File: config.mk
export PLATFORM = sky130hd
export DESIGN_NAME = flag_reg_branch_unit_flat
export DESIGN_NICKNAME = d
export VERILOG_FILES = /design/src/rtl/wisc_pkg.sv /design/src/rtl/flag_reg_branch_unit_if.sv /design/src/rtl/branch_cond_eval.sv /design/src/rtl/flag_reg_branch_unit.sv /design/src/flat_wrapper.sv
export SDC_FILE = /design/constraint.sdc
export NUM_CORES = 1
export LEC_CHECK = 0
export BUFFER_PORTS_ARGS = -buffer_cell sky130_fd_sc_hd__buf_2
export CAP_MARGIN = 10
export CORE_AREA = 2 2 39 41
export CTS_BUF_LIST = sky130_fd_sc_hd__clkbuf_2
export CTS_CLUSTER_DIAMETER = 50
export DETAILED_ROUTE_END_ITERATION = 8
export DIE_AREA = 0 0 41 43
export SYNTH_ARGS = -nofsm -noshare
export SYNTH_HDL_FRONTEND = slang
export SYNTH_SLANG_ARGS = --single-unit
File: constraint.sdc
create_clock -name clk -period 2.35 [get_ports clk]
set_clock_uncertainty 0.1 [all_clocks]
set_input_delay 0.47 -clock clk [delete_from_list [all_inputs] [get_ports clk]]
set_output_delay 0.47 -clock clk [all_outputs]
set_load 0.02 [all_outputs]
File: src/rtl/wisc_pkg.sv
// Shared WISC constants: opcodes, branch condition codes, flag bit
// indices and the per-opcode flag write mask.
package wisc_pkg;

  localparam logic [3:0] OP_ADD    = 4'h0;
  localparam logic [3:0] OP_SUB    = 4'h1;
  localparam logic [3:0] OP_XOR    = 4'h2;
  localparam logic [3:0] OP_RED    = 4'h3;
  localparam logic [3:0] OP_SLL    = 4'h4;
  localparam logic [3:0] OP_SRA    = 4'h5;
  localparam logic [3:0] OP_ROR    = 4'h6;
  localparam logic [3:0] OP_PADDSB = 4'h7;
  localparam logic [3:0] OP_LW     = 4'h8;
  localparam logic [3:0] OP_SW     = 4'h9;
  localparam logic [3:0] OP_LLB    = 4'hA;
  localparam logic [3:0] OP_LHB    = 4'hB;
  localparam logic [3:0] OP_B      = 4'hC;
  localparam logic [3:0] OP_BR     = 4'hD;
  localparam logic [3:0] OP_PCS    = 4'hE;
  localparam logic [3:0] OP_HLT    = 4'hF;

  localparam logic [2:0] CC_NE     = 3'b000;
  localparam logic [2:0] CC_EQ     = 3'b001;
  localparam logic [2:0] CC_GT     = 3'b010;
  localparam logic [2:0] CC_LT     = 3'b011;
  localparam logic [2:0] CC_GTE    = 3'b100;
  localparam logic [2:0] CC_LTE    = 3'b101;
  localparam logic [2:0] CC_OVFL   = 3'b110;
  localparam logic [2:0] CC_UNCOND = 3'b111;

  localparam int FLAG_N = 2;
  localparam int FLAG_V = 1;
  localparam int FLAG_Z = 0;

  function automatic logic [2:0] flag_wmask(
    input logic [3:0] op
  );
    logic [2:0] m;
    m = 3'b000;
    unique case (1'b1)
      (op == OP_ADD),
      (op == OP_SUB):
        m = 3'b111;
      (op == OP_XOR),
      (op == OP_SLL),
      (op == OP_SRA),
      (op == OP_ROR):
        m[FLAG_Z] = 1'b1;
      default:
        m = 3'b000;
    endcase
    return m;
  endfunction

endpackage

File: src/rtl/flag_reg_branch_unit_if.sv
// EX flag-writer and decode-branch bundle for the flag/branch unit.
// master = pipeline side, slave = flag_reg_branch_unit.
interface flag_reg_branch_unit_if;

  logic       stall;
  logic       flush;
  logic       ex_valid;
  logic [3:0] ex_opcode;
  logic [2:0] alu_flag;
  logic       br_valid;
  logic [2:0] br_ccc;
  logic [2:0] flag_q;
  logic       br_taken;
  logic       flag_hazard;

  modport master (
    output stall, flush,
    output ex_valid, ex_opcode,
    output alu_flag,
    output br_valid, br_ccc,
    input  flag_q, br_taken,
    input  flag_hazard
  );

  modport slave (
    input  stall, flush,
    input  ex_valid, ex_opcode,
    input  alu_flag,
    input  br_valid, br_ccc,
    output flag_q, br_taken,
    output flag_hazard
  );

endinterface

File: src/rtl/branch_cond_eval.sv
// Combinational branch condition check on {N,V,Z}.
// Ports: flags in, ccc in, cond out.
import wisc_pkg::*;

module branch_cond_eval (
  input  logic [2:0] flags,
  input  logic [2:0] ccc,
  output logic       cond
);

  logic n;
  logic v;
  logic z;

  assign n = flags[FLAG_N];
  assign v = flags[FLAG_V];
  assign z = flags[FLAG_Z];

  always_comb begin
    cond = 1'b0;
    unique case (ccc)
      CC_NE:     cond = ~z;
      CC_EQ:     cond = z;
      CC_GT:     cond = ~z & ~n;
      CC_LT:     cond = n;
      CC_GTE:    cond = z | ~n;
      CC_LTE:    cond = n | z;
      CC_OVFL:   cond = v;
      CC_UNCOND: cond = 1'b1;
      default:   cond = 1'b0;
    endcase
  end

endmodule

File: src/rtl/flag_reg_branch_unit.sv
// N/V/Z flag register with branch resolve and flag hazard detect.
// Ports: clk, rst (sync high), bus (slave modport of the unit bundle).
import wisc_pkg::*;

module flag_reg_branch_unit #(
  parameter int BYPASS = 0
) (
  input  logic                       clk,
  input  logic                       rst,
  flag_reg_branch_unit_if.slave      bus
);

  localparam bit BP = (BYPASS != 0);

  logic [2:0] flag_r;
  logic [2:0] mask;
  logic [2:0] flag_nxt;
  logic [2:0] flag_eff;
  logic       has_mask;
  logic       we;
  logic       hazard;
  logic       cond;

  // Gate with ex_valid so garbage opcodes in an empty EX are ignored.
  assign mask = bus.ex_valid ?
    flag_wmask(bus.ex_opcode) : 3'b000;
  assign has_mask = |mask;

  assign we = bus.ex_valid & ~bus.stall
            & ~bus.flush & has_mask;

  assign flag_nxt = (bus.alu_flag & mask)
                  | (flag_r & ~mask);

  always_ff @(posedge clk) begin
    if (rst)
      flag_r <= 3'b000;
    else if (we)
      flag_r <= flag_nxt;
  end

  assign flag_eff = (BP && we) ? flag_nxt : flag_r;

  // Conservative: any in-flight flag writer blocks a
  // conditional branch, whichever bits it touches.
  assign hazard = !BP && bus.br_valid
                && bus.ex_valid && !bus.flush
                && has_mask
                && (bus.br_ccc != CC_UNCOND);

  branch_cond_eval u_cond (
    .flags (flag_eff),
    .ccc   (bus.br_ccc),
    .cond  (cond)
  );

  assign bus.flag_q      = flag_r;
  assign bus.flag_hazard = hazard;
  assign bus.br_taken    = bus.br_valid
                         & ~hazard & cond;

endmodule

File: src/flat_wrapper.sv
// flat-port wrapper written by rule: the top's interface ports become plain ports
module flag_reg_branch_unit_flat 
#(
  parameter int BYPASS = 0
)
  (clk, rst, bus_stall, bus_flush, bus_ex_valid, bus_ex_opcode, bus_alu_flag, bus_br_valid, bus_br_ccc, bus_flag_q, bus_br_taken, bus_flag_hazard);
  flag_reg_branch_unit_if bus_i ();
  input  logic clk;
  input  logic rst;
  input wire logic [$bits(bus_i.stall)-1:0] bus_stall;
  input wire logic [$bits(bus_i.flush)-1:0] bus_flush;
  input wire logic [$bits(bus_i.ex_valid)-1:0] bus_ex_valid;
  input wire logic [$bits(bus_i.ex_opcode)-1:0] bus_ex_opcode;
  input wire logic [$bits(bus_i.alu_flag)-1:0] bus_alu_flag;
  input wire logic [$bits(bus_i.br_valid)-1:0] bus_br_valid;
  input wire logic [$bits(bus_i.br_ccc)-1:0] bus_br_ccc;
  output wire logic [$bits(bus_i.flag_q)-1:0] bus_flag_q;
  output wire logic [$bits(bus_i.br_taken)-1:0] bus_br_taken;
  output wire logic [$bits(bus_i.flag_hazard)-1:0] bus_flag_hazard;
  assign bus_i.stall = bus_stall;
  assign bus_i.flush = bus_flush;
  assign bus_i.ex_valid = bus_ex_valid;
  assign bus_i.ex_opcode = bus_ex_opcode;
  assign bus_i.alu_flag = bus_alu_flag;
  assign bus_i.br_valid = bus_br_valid;
  assign bus_i.br_ccc = bus_br_ccc;
  assign bus_flag_q = bus_i.flag_q;
  assign bus_br_taken = bus_i.br_taken;
  assign bus_flag_hazard = bus_i.flag_hazard;
  flag_reg_branch_unit #(.BYPASS(BYPASS)) u_core (.clk(clk), .rst(rst), .bus(bus_i));
endmodule
Yosys cells after proc, flatten, opt, wreduce, memory -nomap -nowiden
Index checks and enable logic that the tools add are counted.

Reduce and logical (&&, ||, !) cells: 10. Bitwise logic cells: 17. Eq/ne operators: 13. Mux-type cells: 4.

Operators by type and width (count): 3-bit equality test (second input constant) (4); 4-bit by 3-bit equality test with 1-bit output (second input constant) (3); 1-bit case mux with 8 select lines (1); 1-bit bitwise AND (6); 3-bit bitwise AND (2); 3-bit by 2-bit equality test with 1-bit output (second input constant) (2); 6-bit OR reduction (1); 1-bit NOT (5); 4-bit by 1-bit equality test with 1-bit output (second input constant) (1); 4-bit by 2-bit equality test with 1-bit output (second input constant) (1); 1-bit logical AND (4); 4-bit logical NOT (1); 3-bit by 1-bit equality test with 1-bit output (second input constant) (1); 3-bit logical NOT (1); 3-bit 2-to-1 mux (1); 3-bit inequality test (second input constant) (1); 3-bit NOT (1); 3-bit OR (1); 3-bit OR reduction (1); 2-bit 2-to-1 mux (1); 1-bit OR (2); 2-bit OR reduction (1); 1-bit logical NOT (1); 1-bit 2-to-1 mux (1).

Bits of input ports: 16. Logic and storage cells: 45. Output and inout bits: 5. Register bits: 3.

Depth between registers and ports, before layout
Word-level depth: 10. Mapped depth: 4.

Modules after synthesis
Synthesis repeated with hierarchy kept, for this count alone.

Cells, all modules: 31. Area, all modules: 274.0 µm².

Modules (own cells, without submodules): flag_reg_branch_unit (area an instance 197.7 µm², seq. area each 60.1 µm², cells each 20, instances 1); branch_cond_eval (area an instance 76.3 µm², seq. area each 0.0 µm², cells each 11, instances 1).

Worst setup path after synthesis
Ideal clock, no wire load.

Path type: input to output. Start: input port bus_ex_opcode[3]. End: output port bus_flag_hazard. Stages on the path: 3. Buffers on the path: 0. Setup slack: 508 ps. Arrival: 1272 ps. Cell sequence: nor2_1 > nand3_1 > a211oi_1.

Cells in the longest elaborated chain, start to end: 7. Elaborated cells between the ends (all ways): 14. Classes of those cells: eq/ne (5); mux (3); reduce/logical (6).

Ends and longest elaborated chain: from (decl) (line flat_wrapper.sv:13) `input wire logic [$bits(bus_i.ex_opcode)-1:0] bus_ex_opcode;`; 4-bit by 3-bit equality test with 1-bit output (tied with other cells) (line wisc_pkg.sv:47) `(op == OP_ROR):`; 6-bit OR reduction (no source line) or 2-bit OR reduction (tied branches); 1-bit 2-to-1 mux or 2-bit 2-to-1 mux (tied branches) (line wisc_pkg.sv:40) `unique case (1'b1)`; 3-bit 2-to-1 mux (*) (line flag_reg_branch_unit.sv:25) `assign mask = bus.ex_valid ?`; 3-bit OR reduction (*) (line flag_reg_branch_unit.sv:27) `assign has_mask = |mask;`; 1-bit logical AND (*) (line flag_reg_branch_unit.sv:48) `&& has_mask`; 1-bit logical AND (*) (line flag_reg_branch_unit.sv:49) `&& (bus.br_ccc != CC_UNCOND);`; to (decl) (line flat_wrapper.sv:19) `output wire logic [$bits(bus_i.flag_hazard)-1:0] bus_flag_hazard;`.

Every way passes the cells marked *; elsewhere a longest branch is shown, timed or not.

Final worst setup path
Start: input port bus_br_ccc[1]. End: output port bus_br_taken.

Cells in the longest elaborated chain, start to end: 5. Elaborated cells between the ends (all ways): 14. Classes of those cells: eq/ne (8); mux (1); bitwise (3); reduce/logical (2).

Ends and longest elaborated chain: from (decl) (line flat_wrapper.sv:16) `input wire logic [$bits(bus_i.br_ccc)-1:0] bus_br_ccc;`; parallel branches: the longest is 4 deep, another holds 1-bit case mux with 8 select lines; 1-bit bitwise AND (*) (line flag_reg_branch_unit.sv:60) `& ~hazard & cond;`; to (decl) (line flat_wrapper.sv:18) `output wire logic [$bits(bus_i.br_taken)-1:0] bus_br_taken;`.

Mark *: on every way between the ends.

==> results.cfg <==
[synthesis]
yosys_register_bits = 3
synthArstFlopShare = 0
ys_warn_count = 0
syn-cell-area_um2 = 262
synth_edf_count = 0
ys_types = 19
synth_top_area_share = 0.230
avgSynthCellArea_um2 = 8.44
yosysTopAreaCell = dfxtp_1
synth_nets = 47
ys_top_cells_by_count = nor2_1 (5), dfxtp_1 (3), inv_1 (3), mux2i_1 (3)
ys.flop_type = dfxtp_1
ys_top_cells_by_area = dfxtp_1 (23%), mux2i_1 (11%), nor4b_4 (9.1%)
synth.most_common_cell = nor2_1
ys_seq_area_frac = 0.230
netlist_instances = 31

[floorplan]
fp.dieW_um = 41
placementRows = 14
core_um2 = 1380
initial_utilization = 0.189
io_pins = 21
die_h_um = 43
dieArea_um2 = 1760

[detailed_routing]
routed_wirelength_um = 739
vias = 309
ant_nets = 0
first_pass_iters = 5
drcViolationCount = 0
drtIter0Drc = 2
via_per_inst = 4.35
wl_per_cell_um = 10.4

[timing]
relSlewSlack = 0.825
grt_setup_unrepaired = no
slew_violations = 0
whs_ns = 0.354
min_period_ns = 1.91
period_share = 0.814
fin_tns_setup_ns = 0
setup_violations = 0
final_hold_viol_count = 0
max_freq_mhz = 523
tightest_slew_ns = 0.262

[flow_run]
max_cap_viol_count = 0

[global_route]
gr-total-overflow = 0
antenna_found_initial = 0
grt_max_degree = 7
grt_pass1_wl_um = 1070
grtUsageTotal = 0.0950
grt_pass1_vias = 276

[finish]
fill_cells = 167
antenna_cells = 0
area_growth_pct = 53.6
drive_gt1_frac = 0.491
fin_area_um2 = 402
final_nets = 72

[power_and_ir_drop]
ir_worst_vdd_mv = 0.160
leakage_nw = 0.199
p_per_area_nw_per_um2 = 412

[clock_network]
cts.sinks = 3
cts_root_buf = clkbuf_2
ctsHtreeMaxLevel = 1
cts_tree = yes
cts_buffer_depth = 2
ctsHoldBuffers = 0
cts_resized = 0
clkTransAtPathRegs_ns = 0.05
clkLatencyLatePin_ns = 0.20
cts_setup_buffers = 0
cts_buffers = 3

[critical_path]
crit_path_end_kind = output pin
cp_slowest_stage_delay_ns = 0.30
critPathArrivalTime_ns = 1.34
cp.depth = 5
reg2regPathDepth = 2
cp_max_fo = 5
path_cells = buf_2, maj3_2, o311ai_1, a21oi_1, buf_2
cpMaxStageDelayCell = maj3_2
worstSetupStartpointType = primary input
required_ns = 1.78
path_buf_inv = 2
crit_type = in -> out
critPathTopFamily = adder cells
cp_common_cell = buf_2

[min_path]
hp-class = in -> reg
timing.hold.worst_path_depth = 2

[placed_design]
routabilityCongestion = 0.672
post_dp_cell_area_um2 = 382
port_buffers = 20
hpwl_um = 595

[run_status]
status = finished clean
==> final timing paths <==
| kind | to | from | slack [ns] |
|---|---|---|---|
| setup / recovery | bus_br_taken | bus_br_ccc[1] | 0.44 |
| hold / removal | register | rst | 0.35 |
| setup reg to reg | register | register | 1.58 |
| hold reg to reg | register | register | 0.44 |
==> layout make-up <==
| type | count | area (µm²) | share of cell area |
|---|---|---|---|
| Tap cell | 16 | 20.0 | 0.0498 |
| Sequential cell | 3 | 60.1 | 0.150 |
| Multi-Input combinational cell | 25 | 190 | 0.474 |
| Clock buffer | 4 | 20.0 | 0.0498 |
| Inverter | 3 | 11.3 | 0.0280 |
| Timing Repair Buffer | 20 | 100 | 0.249 |
==> through the flow <==
| stage | std cells | total power [mW] | setup slack [ns] | util |
|---|---|---|---|---|
| after floorplan | 31 | 0.0705 | 0.508 | - |
| after global placement | 67 | 0.0916 | 0.456 | 0.276 |
| after detailed placement | 67 | 0.0922 | 0.430 | 0.276 |
| after CTS | 71 | 0.173 | 0.426 | 0.290 |
| after global routing | 71 | 0.183 | 0.335 | 0.290 |
| final | 71 | 0.166 | 0.438 | 0.290 |
==> logic make-up (layout without fill, tap and decap cells) <==
logic type | after synthesis | after routing | share of synthesized area
adder cells (fa/ha/maj) | 1 | 1 | 0.0431
AND/OR/NAND/NOR | 15 | 15 | 0.416
buffers and inverters | 3 | 27 | 0.0431
flip-flops | 3 | 3 | 0.230
multiplexers | 3 | 3 | 0.115
AO/OA/AOI/OAI | 6 | 6 | 0.153
==> where the power goes <==
group / switching (mW) / internal [mW]
logic: 0.0191 / 0.0195
registers: 0.000730 / 0.0516
clock network: 0.0297 / 0.0449
total: 0.0496 / 0.116
==> routing by layer <==
metal | vias up | track usage | wire, µm
li1 | 160 | - | -
met1 | 137 | 0.102 | 307
met2 | 12 | 0.138 | 355
met3 | 0 | 0.0366 | 76
met4 | 0 | 0.0800 | 0
met5 | - | 0 | 0
==> placed cells by master (no fill, tap or decap) <==
| cell | instances |
|---|---|
| a211oi_1 | 1 |
| a21oi_1 | 1 |
| and2_1 | 1 |
| buf_2 | 20 |
| clkbuf_2 | 4 |
| dfxtp_1 | 3 |
| inv_1 | 3 |
| maj3_2 | 1 |
| mux2i_1 | 3 |
| nand2_1 | 1 |
| nand2b_4 | 1 |
| nand3_1 | 1 |
| nand3b_1 | 2 |
| nand4b_1 | 1 |
| nor2_1 | 5 |
| nor2b_1 | 1 |
| nor3b_1 | 1 |
| nor4b_4 | 1 |
| o2111ai_1 | 1 |
| o21ai_0 | 2 |
| o311ai_1 | 1 |
(Power assumes the default switching activity.)
